`config.mk`:
```
export PLATFORM = sky130hd
export DESIGN_NAME = moonbase_bus_responder
export DESIGN_NICKNAME = d
export VERILOG_FILES = /design/src/rtl/moonbase_bus_pkg.sv /design/src/rtl/moonbase_nibble_ram.sv /design/src/rtl/moonbase_bus_responder.sv
export SDC_FILE = /design/constraint.sdc
export NUM_CORES = 1
export LEC_CHECK = 0
export ABC_AREA = 1
export BUFFER_PORTS_ARGS = -buffer_cell sky130_fd_sc_hd__buf_4
export CAP_MARGIN = 20
export CELL_PAD_IN_SITES_DETAIL_PLACEMENT = 2
export CELL_PAD_IN_SITES_GLOBAL_PLACEMENT = 2
export CORE_ASPECT_RATIO = 2
export CORE_MARGIN = 4
export CORE_UTILIZATION = 41
export CTS_CLUSTER_SIZE = 25
export DETAILED_ROUTE_END_ITERATION = 8
export PLACE_DENSITY = 0.86
export SYNTH_ARGS = -nofsm -noshare
export SYNTH_HDL_FRONTEND = slang
export SYNTH_SLANG_ARGS = --single-unit
```
`constraint.sdc`:
```
create_clock -name clk -period 6.96 [get_ports clk]
set_input_delay 1.044 -clock clk [delete_from_list [all_inputs] [get_ports clk]]
set_output_delay 1.044 -clock clk [all_outputs]
set_load 0.02 [all_outputs]
```
`src/rtl/moonbase_bus_pkg.sv`:
```
// Shared constants for the moonbase external-bus responder: bus bit positions,
// memory geometry and space encoding.
package moonbase_bus_pkg;

   localparam logic [2:0] STB      = 3'd7;
   localparam logic [2:0] SPACE    = 3'd6;
   localparam logic [2:0] WR_RAM_N = 3'd5;
   localparam logic [2:0] WR_DEV_N = 3'd4;

   localparam int MEM_DEPTH = 256;
   localparam int ADDR_W    = 7;

   localparam logic SPACE_CODE = 1'b1;
   localparam logic SPACE_DATA = 1'b0;

   // A write enable is only meaningful in a non-strobe cycle; enables are active-low.
   function automatic logic bus_wr_req(input logic [7:0] bus, input logic [2:0] bit_pos);
      return ~bus[STB] & ~bus[bit_pos];
   endfunction

endpackage

```
`src/rtl/moonbase_nibble_ram.sv`:
```
// 256x4 nibble SRAM: one synchronous write port, one asynchronous read port.
// Contents are deliberately not reset so preloaded images survive CPU reset.
module moonbase_nibble_ram
   import moonbase_bus_pkg::*;
(
   input  logic       clk,
   input  logic       we_i,
   input  logic [7:0] waddr_i,
   input  logic [3:0] wdata_i,
   input  logic [7:0] raddr_i,
   output logic [3:0] rdata_o
);

   logic [3:0] mem_q [MEM_DEPTH];

   // Write port.
   always_ff @(posedge clk) begin
      if (we_i) begin
         mem_q[waddr_i] <= wdata_i;
      end
   end

   assign rdata_o = mem_q[raddr_i];

endmodule

```
`src/rtl/moonbase_bus_responder.sv`:
```
// Bus responder opposite the moonbase CPU: address latch, nibble SRAM with
// preload port, and a small device register / device input port.
module moonbase_bus_responder
   import moonbase_bus_pkg::*;
#(
   parameter int N_DEV_OUT = 8,
   parameter int N_DEV_IN  = 4
) (
   input  logic                   clk,
   input  logic                   reset,
   input  logic [7:0]             bus_in,
   output logic [7:0]             bus_out,
   input  logic [2*N_DEV_IN-1:0]  dev_in,
   output logic [4*N_DEV_OUT-1:0] dev_out,
   output logic                   dev_wr,
   output logic [2:0]             dev_waddr,
   input  logic                   load_valid,
   output logic                   load_ready,
   input  logic [7:0]             load_addr,
   input  logic [3:0]             load_data,
   output logic [ADDR_W-1:0]      latch_q
);

   logic              cpu_wr_ram_s;
   logic              cpu_wr_dev_s;
   logic [7:0]        ram_addr_s;
   logic [3:0]        ram_rdata_s;
   logic              ram_we_s;
   logic [7:0]        ram_waddr_s;
   logic [3:0]        ram_wdata_s;
   logic [1:0]        dev_field_s;

   logic [ADDR_W-1:0] addr_q, addr_d;
   logic [3:0]        dev_q [N_DEV_OUT];
   logic [3:0]        dev_d [N_DEV_OUT];
   logic              dev_wr_q, dev_wr_d;
   logic [2:0]        dev_waddr_q, dev_waddr_d;

   assign cpu_wr_ram_s = bus_wr_req(bus_in, WR_RAM_N) & ~reset;
   assign cpu_wr_dev_s = bus_wr_req(bus_in, WR_DEV_N) & ~reset;
   assign ram_addr_s   = {bus_in[SPACE], addr_q};

   // The CPU owns the write port whenever it writes; the loader is stalled then.
   assign load_ready  = ~cpu_wr_ram_s;
   assign ram_we_s    = cpu_wr_ram_s | load_valid;
   assign ram_waddr_s = cpu_wr_ram_s ? ram_addr_s : load_addr;
   assign ram_wdata_s = cpu_wr_ram_s ? bus_in[3:0] : load_data;

   moonbase_nibble_ram u_ram (
      .clk     (clk),
      .we_i    (ram_we_s),
      .waddr_i (ram_waddr_s),
      .wdata_i (ram_wdata_s),
      .raddr_i (ram_addr_s),
      .rdata_o (ram_rdata_s)
   );

   assign dev_field_s = dev_in[{addr_q[1:0], 1'b0} +: 2];
   assign bus_out     = {dev_field_s, ram_rdata_s, 2'b00};

   // Next-state for latch, device registers and the write-notify pulse.
   always_comb begin
      addr_d      = addr_q;
      dev_d       = dev_q;
      dev_wr_d    = 1'b0;
      dev_waddr_d = dev_waddr_q;
      if (reset) begin
         addr_d      = '0;
         dev_waddr_d = 3'd0;
         for (int k = 0; k < N_DEV_OUT; k++) begin
            dev_d[k] = 4'h0;
         end
      end else begin
         if (bus_in[STB]) begin
            addr_d = bus_in[ADDR_W-1:0];
         end else begin
            addr_d = addr_q;
         end
         if (cpu_wr_dev_s) begin
            dev_d[addr_q[2:0]] = bus_in[3:0];
            dev_wr_d           = 1'b1;
            dev_waddr_d        = addr_q[2:0];
         end else begin
            dev_wr_d = 1'b0;
         end
      end
   end

   // State registers; reset is folded into the next-state logic.
   always_ff @(posedge clk) begin
      addr_q      <= addr_d;
      dev_q       <= dev_d;
      dev_wr_q    <= dev_wr_d;
      dev_waddr_q <= dev_waddr_d;
   end

   for (genvar g = 0; g < N_DEV_OUT; g++) begin : g_dev_out
      assign dev_out[4*g +: 4] = dev_q[g];
   end

   assign dev_wr    = dev_wr_q;
   assign dev_waddr = dev_waddr_q;
   assign latch_q   = addr_q;

endmodule

```
==> Word-level counts from Yosys, hierarchy flattened <==
Memory sizes are Yosys's and may differ from the RTL's.
Cells that the tools add are included.
{ "totals": {"ram_bits": 1024, "memories": 1, "reg_bits": 43, "input_bits": 31} }
{ "mem_list": {"columns": ["name", "depth", "width", "read_ports", "rd_ports_with_merged_regs", "write_ports", "line", "source"], "rows": [
  ["u_ram.mem_q", 256, 4, 1, 0, 1, "moonbase_nibble_ram.sv:14", "logic [3:0] mem_q [MEM_DEPTH];"]
]} }
{ "op_classes": {"bitwise": 11, "mux": 8, "n_shift": 1, "reduce_logical": 1, "order_cmp": 2} }
{ "op_table": {"columns": ["operator", "count"], "rows": [
  ["bitwise mux 32 bit", 1],
  ["demux 4 bit (select 3 bit)", 1],
  ["2-to-1 mux 4 bit", 2],
  ["2-to-1 mux 8 bit", 1],
  ["indexed part select 8 x 4 -> 2 bit", 1],
  ["NOT 1 bit", 5],
  ["AND 1 bit", 4],
  ["greater-or-equal comparator 4 bit, second input constant", 1],
  ["less-than comparator 4 x 1 -> 1 bit, second input constant", 1],
  ["NOT 3 -> 4 bit", 1],
  ["2-to-1 mux 1 bit", 3],
  ["logical AND 1 bit", 1],
  ["bitwise OR 1 bit", 1]
]} }

==> Logic depth before layout (Yosys ltp) <==
{ "logic_depth": {"ltp_word": 6, "ltp_mapped": 15} }

==> By module <==
A second synthesis with hierarchy kept.
{ "hier_totals": {"hier_cells": 4000, "area_unflattened_um2": 44632.8} }
{ "modules_own_cells": {"columns": ["module", "area_per_inst_um2", "n_inst", "cells_each"], "rows": [
  ["moonbase_nibble_ram", 42744.7, 1, 3716],
  ["moonbase_bus_responder", 1888.1, 1, 284]
]} }

==> Worst setup path before layout <==
Ideal clock, no wire load.
{ "synth_path": {"kind": "input-to-reg", "start": "in reset", "end": "mem u_ram.mem_q[0][0], data pin", "path_buffers": 2, "arrival_time_ps": 4650, "setup_slack_ps": 1486, "cell_stages": 6, "path_cell_list": "buf_2 nor3_4 inv_2 buf_6 nand2_1 nand2_1"} }
{ "synth_via": {"elab_chain_len": 3} }
{ "synth_lines": {"columns": ["item", "line", "source"], "rows": [
  ["start, declared", "moonbase_bus_responder.sv:10", "input logic reset,"],
  ["NOT 1 bit", "moonbase_bus_responder.sv:39", "assign cpu_wr_ram_s = bus_wr_req(bus_in, WR_RAM_N) & ~reset;"],
  ["AND 1 bit", "moonbase_bus_responder.sv:39", null],
  ["2-to-1 mux 4 bit", "moonbase_bus_responder.sv:47", "assign ram_wdata_s = cpu_wr_ram_s ? bus_in[3:0] : load_data;"],
  ["via ram_wdata_s[0]", "moonbase_bus_responder.sv:30", "logic [3:0] ram_wdata_s;"],
  ["end, declared", "moonbase_nibble_ram.sv:14", null]
]} }
The timed path passes the listed nets, and every way through them passes these cells.

==> Worst setup path after layout <==
{ "layout_path": {"start": "reg addr_q[2], in the netlist latch_q[2]", "end": "out bus_out[3]"} }
{ "layout_via": {"elab_chain_len": 1} }
{ "layout_lines": {"columns": ["item", "line", "source"], "rows": [
  ["start, declared", "moonbase_bus_responder.sv:33", "logic [ADDR_W-1:0] addr_q, addr_d;"],
  ["start signal, assigned", "moonbase_bus_responder.sv:91", "addr_q <= addr_d;"],
  ["memory read (256 x 4 bit)", null, null],
  ["end, declared", "moonbase_bus_responder.sv:12", "output logic [7:0] bus_out,"]
]} }
No other way between the ends.

==> out/qor.yml <==
route:
  wire_per_inst_um: 34.3
  num_vias: 38002
  vias_per_cell: 5.97
  ant_nets: 0
  post-route-drc-count: 0
  detail_route.first_pass.iterations: 6
  drt_wl_total_mm: 218
  drtIter0Drc: 4195
synthesis:
  ys_ff_latch: 1067
  ys.warnings.count: 0
  synth_top_family_by_area: "simple AND/OR/NAND/NOR gates"
  yosys.area_share.adder_pct: 0
  synth_cell_types: 28
  synth-edff-count: 1024
  netlist_area_mm2: 0.0471
  synth_mux_area_share_pct: 0
  synth-simple-area-share_pct: 23.2
  synth_compound_area_share_pct: 1.44
  synthArstFlopShare_pct: 0
  netlist_instances: 4802
  ys_seq_area_share_pct: 67.1
  synthFlopType: "edfxtp_1"
  syn_area_per_cell_um2: 9.80
  synth-xor-area-share_pct: 0
setup_path:
  rr_worst_depth: 11
  crit_required_ns: 5.92
  crit_arrival_ns: 5.07
  worstSetupPathType: "register to output port"
  cp_max_fo: 36
  startpoint_type: "register"
  end_kind: "output port"
sta:
  fin_setup_tns_ns: 0
  finalCritPeriodShare_pct: 87.9
  maxSlewHeadroom_pct: 17.3
  fmax_mhz: 164
  rsz0062_at_grt: "false"
  setup_viol: 0
  slew_violations: 0
  min_period_ns: 6.12
  tightest_slew_ns: 1.24
  holdWs_ns: 0.492
  finalHoldViolations: 0
  finClkSkew_ns: 0.0701
floorplanning:
  ioPinCount: 83
  core_area_mm2: 0.114
  die_area_mm2: 0.121
  die_y_um: 487
  rows: 175
  initial_core_util_pct: 41.3
  die_x_um: 248
power:
  leakagePower_nw: 21.2
  p_switching_mw: 4.04
  p_per_area_mw_per_mm2: 275
  power.internal_mw: 10.3
  ir_worst_vdd_mv: 0.276
  switching_share_pct: 28.1
  seq_power_share_pct: 49.6
  p_total_mw: 14.4
  p_comb_share_pct: 9.7
  pwr-share-clk_pct: 40.7
clock_tree:
  cts_sinks: 1067
  cts_buffer_depth: 3
  hold_buffers: 0
  clk_latency_ns: 0.81
  clkTransAtPathRegs_ns: 0.08
  htreeDepth: 3
  clock-root-buffer: "clkbuf_16"
  numCtsBuffers: 94
  cts_tree: "yes"
  cts_resized: 0
  cts_post_setup_buffers_inserted: 0
grt:
  grt_pass1_vias: 42203
  grt_max_degree: 180
  grt_pass1_wl_mm: 298
  antenna_found_initial: 7
  gr-total-overflow: 0
  grtUsageTotal_pct: 34.2
cells_and_area:
  syn2layout_area_growth_pct: 11.0
  filler_cell_count: 11842
  drive_gt1_share_pct: 8.93
  fin_area_mm2: 0.0523
  nets: 4811
placement:
  dpl_cell_area_mm2: 0.0490
  routabilityCongestion: 0.875
  portBuffers: 80
  dpl.hpwl_mm: 118
min_path:
  hp-class: "register to register"
  hold_depth: 2
status:
  status: "finished clean"
flow_run:
  drv_cap: 0
==> path summary, 6_finish.rpt <==
kind | start | end | slack, ns
setup / recovery | latch_q[2] | bus_out[3] | 0.84
hold / removal | dev_out[29] | dev_out[29] | 0.49
setup reg to reg | latch_q[2] | u_ram.mem_q[133][0] | 2.00
hold reg to reg | dev_out[29] | dev_out[29] | 0.49
==> synth_stat cells (2+ instances only) <==
cell      number  area [µm²]
nor3_1        18        90.1
o21ai_1        3        15.0
inv_2          3        11.3
nand2_1     1399        5250
or2_2        100         626
buf_4          3        22.5
o211ai_1      32         240
buf_2         72         360
edfxtp_1    1024       30700
buf_1         31         116
nand2_2       14        87.6
nor2_1       572        2150
clkbuf_1     132         495
inv_1        727        2730
nand3_1      526        2630
a21oi_1       36         180
a211oi_1       9        67.6
buf_6         11         124
o21ai_2        4        35.0
nor2_2         6        37.5
clkinv_1       6        22.5
o21ai_0       25         125
dfxtp_1       43         861
o22ai_1        2        12.5
==> state kept, by name (all words and copies together), names as in the netlist <==
| signal | cells |
|---|---|
| u_ram.mem_q | 1024 |
| dev_out | 32 |
| latch_q | 7 |
| dev_waddr | 3 |
| dev_wr | 1 |
==> worst max-delay path: stages, from the launching register on <==
cell,delay (ns)
dfxtp_2,0.38
buf_4,0.50
inv_2,0.18
nor2_4,0.83
buf_12,0.32
nand3_1,0.11
nand2_1,0.09
nor2_1,0.08
nand2_1,0.19
nand3_1,0.31
nand3_1,0.25
nand3_1,0.18
nand2_1,0.25
nand2_1,0.09
nand2_1,0.22
buf_4,0.20
==> logic make-up (layout without fill, tap and decap cells) <==
group,after synthesis,in the layout
buf+inv,985,1042
flops,1067,1067
simple gates,2638,2638
compound gates,111,111
other cells,1,5
==> cell usage in the layout (no fill, tap or decap), types with 36 or more instances in the layout <==
| master | count |
|---|---|
| nor2_1 | 569 |
| clkbuf_16 | 94 |
| edfxtp_1 | 1024 |
| inv_1 | 726 |
| or2_2 | 100 |
| nand3_1 | 525 |
| a21oi_1 | 36 |
| dfxtp_1 | 38 |
| buf_4 | 115 |
| nand2_1 | 1388 |
==> layer usage <==
layer	part of all wire, %	global-route usage (%)
met5	0.012	0
met4	11	30.0
met3	6.5	5.51
met2	51	60.3
met1	32	34.4
==> cell type report <==
cell class | count | area [µm²] | share of cell area [%]
Tap cell | 1504 | 1880 | 3.60
Multi-Input combinational cell | 2751 | 11700 | 22.3
Antenna cell | 3 | 7.51 | 0.0144
Timing Repair Buffer | 130 | 1180 | 2.26
Clock buffer | 114 | 2460 | 4.70
Sequential cell | 1067 | 31600 | 60.5
Inverter | 736 | 2770 | 5.30
Clock inverter | 62 | 671 | 1.28
==> per-stage QoR <==
step	cells	util (%)	setup WS, ns
finish	6367	45.9	0.844
global route	6366	45.9	0.848
CTS	6361	45.8	1.10
detailed placement	6185	43.1	1.74
global placement	6184	43.1	1.90
floorplan	4803	-	1.49
==> power groups by stage <==
stage / clock, mW / sequential [mW] / combinational (mW)
finish: 5.85 / 7.12 / 1.39
global route: 6.06 / 7.12 / 1.43
CTS: 5.75 / 7.12 / 1.33
detailed placement: 0 / 7.26 / 1.26
global placement: 0 / 7.26 / 1.19
floorplan: 0 / 7.29 / 0.673
(Power assumes the default switching activity.)
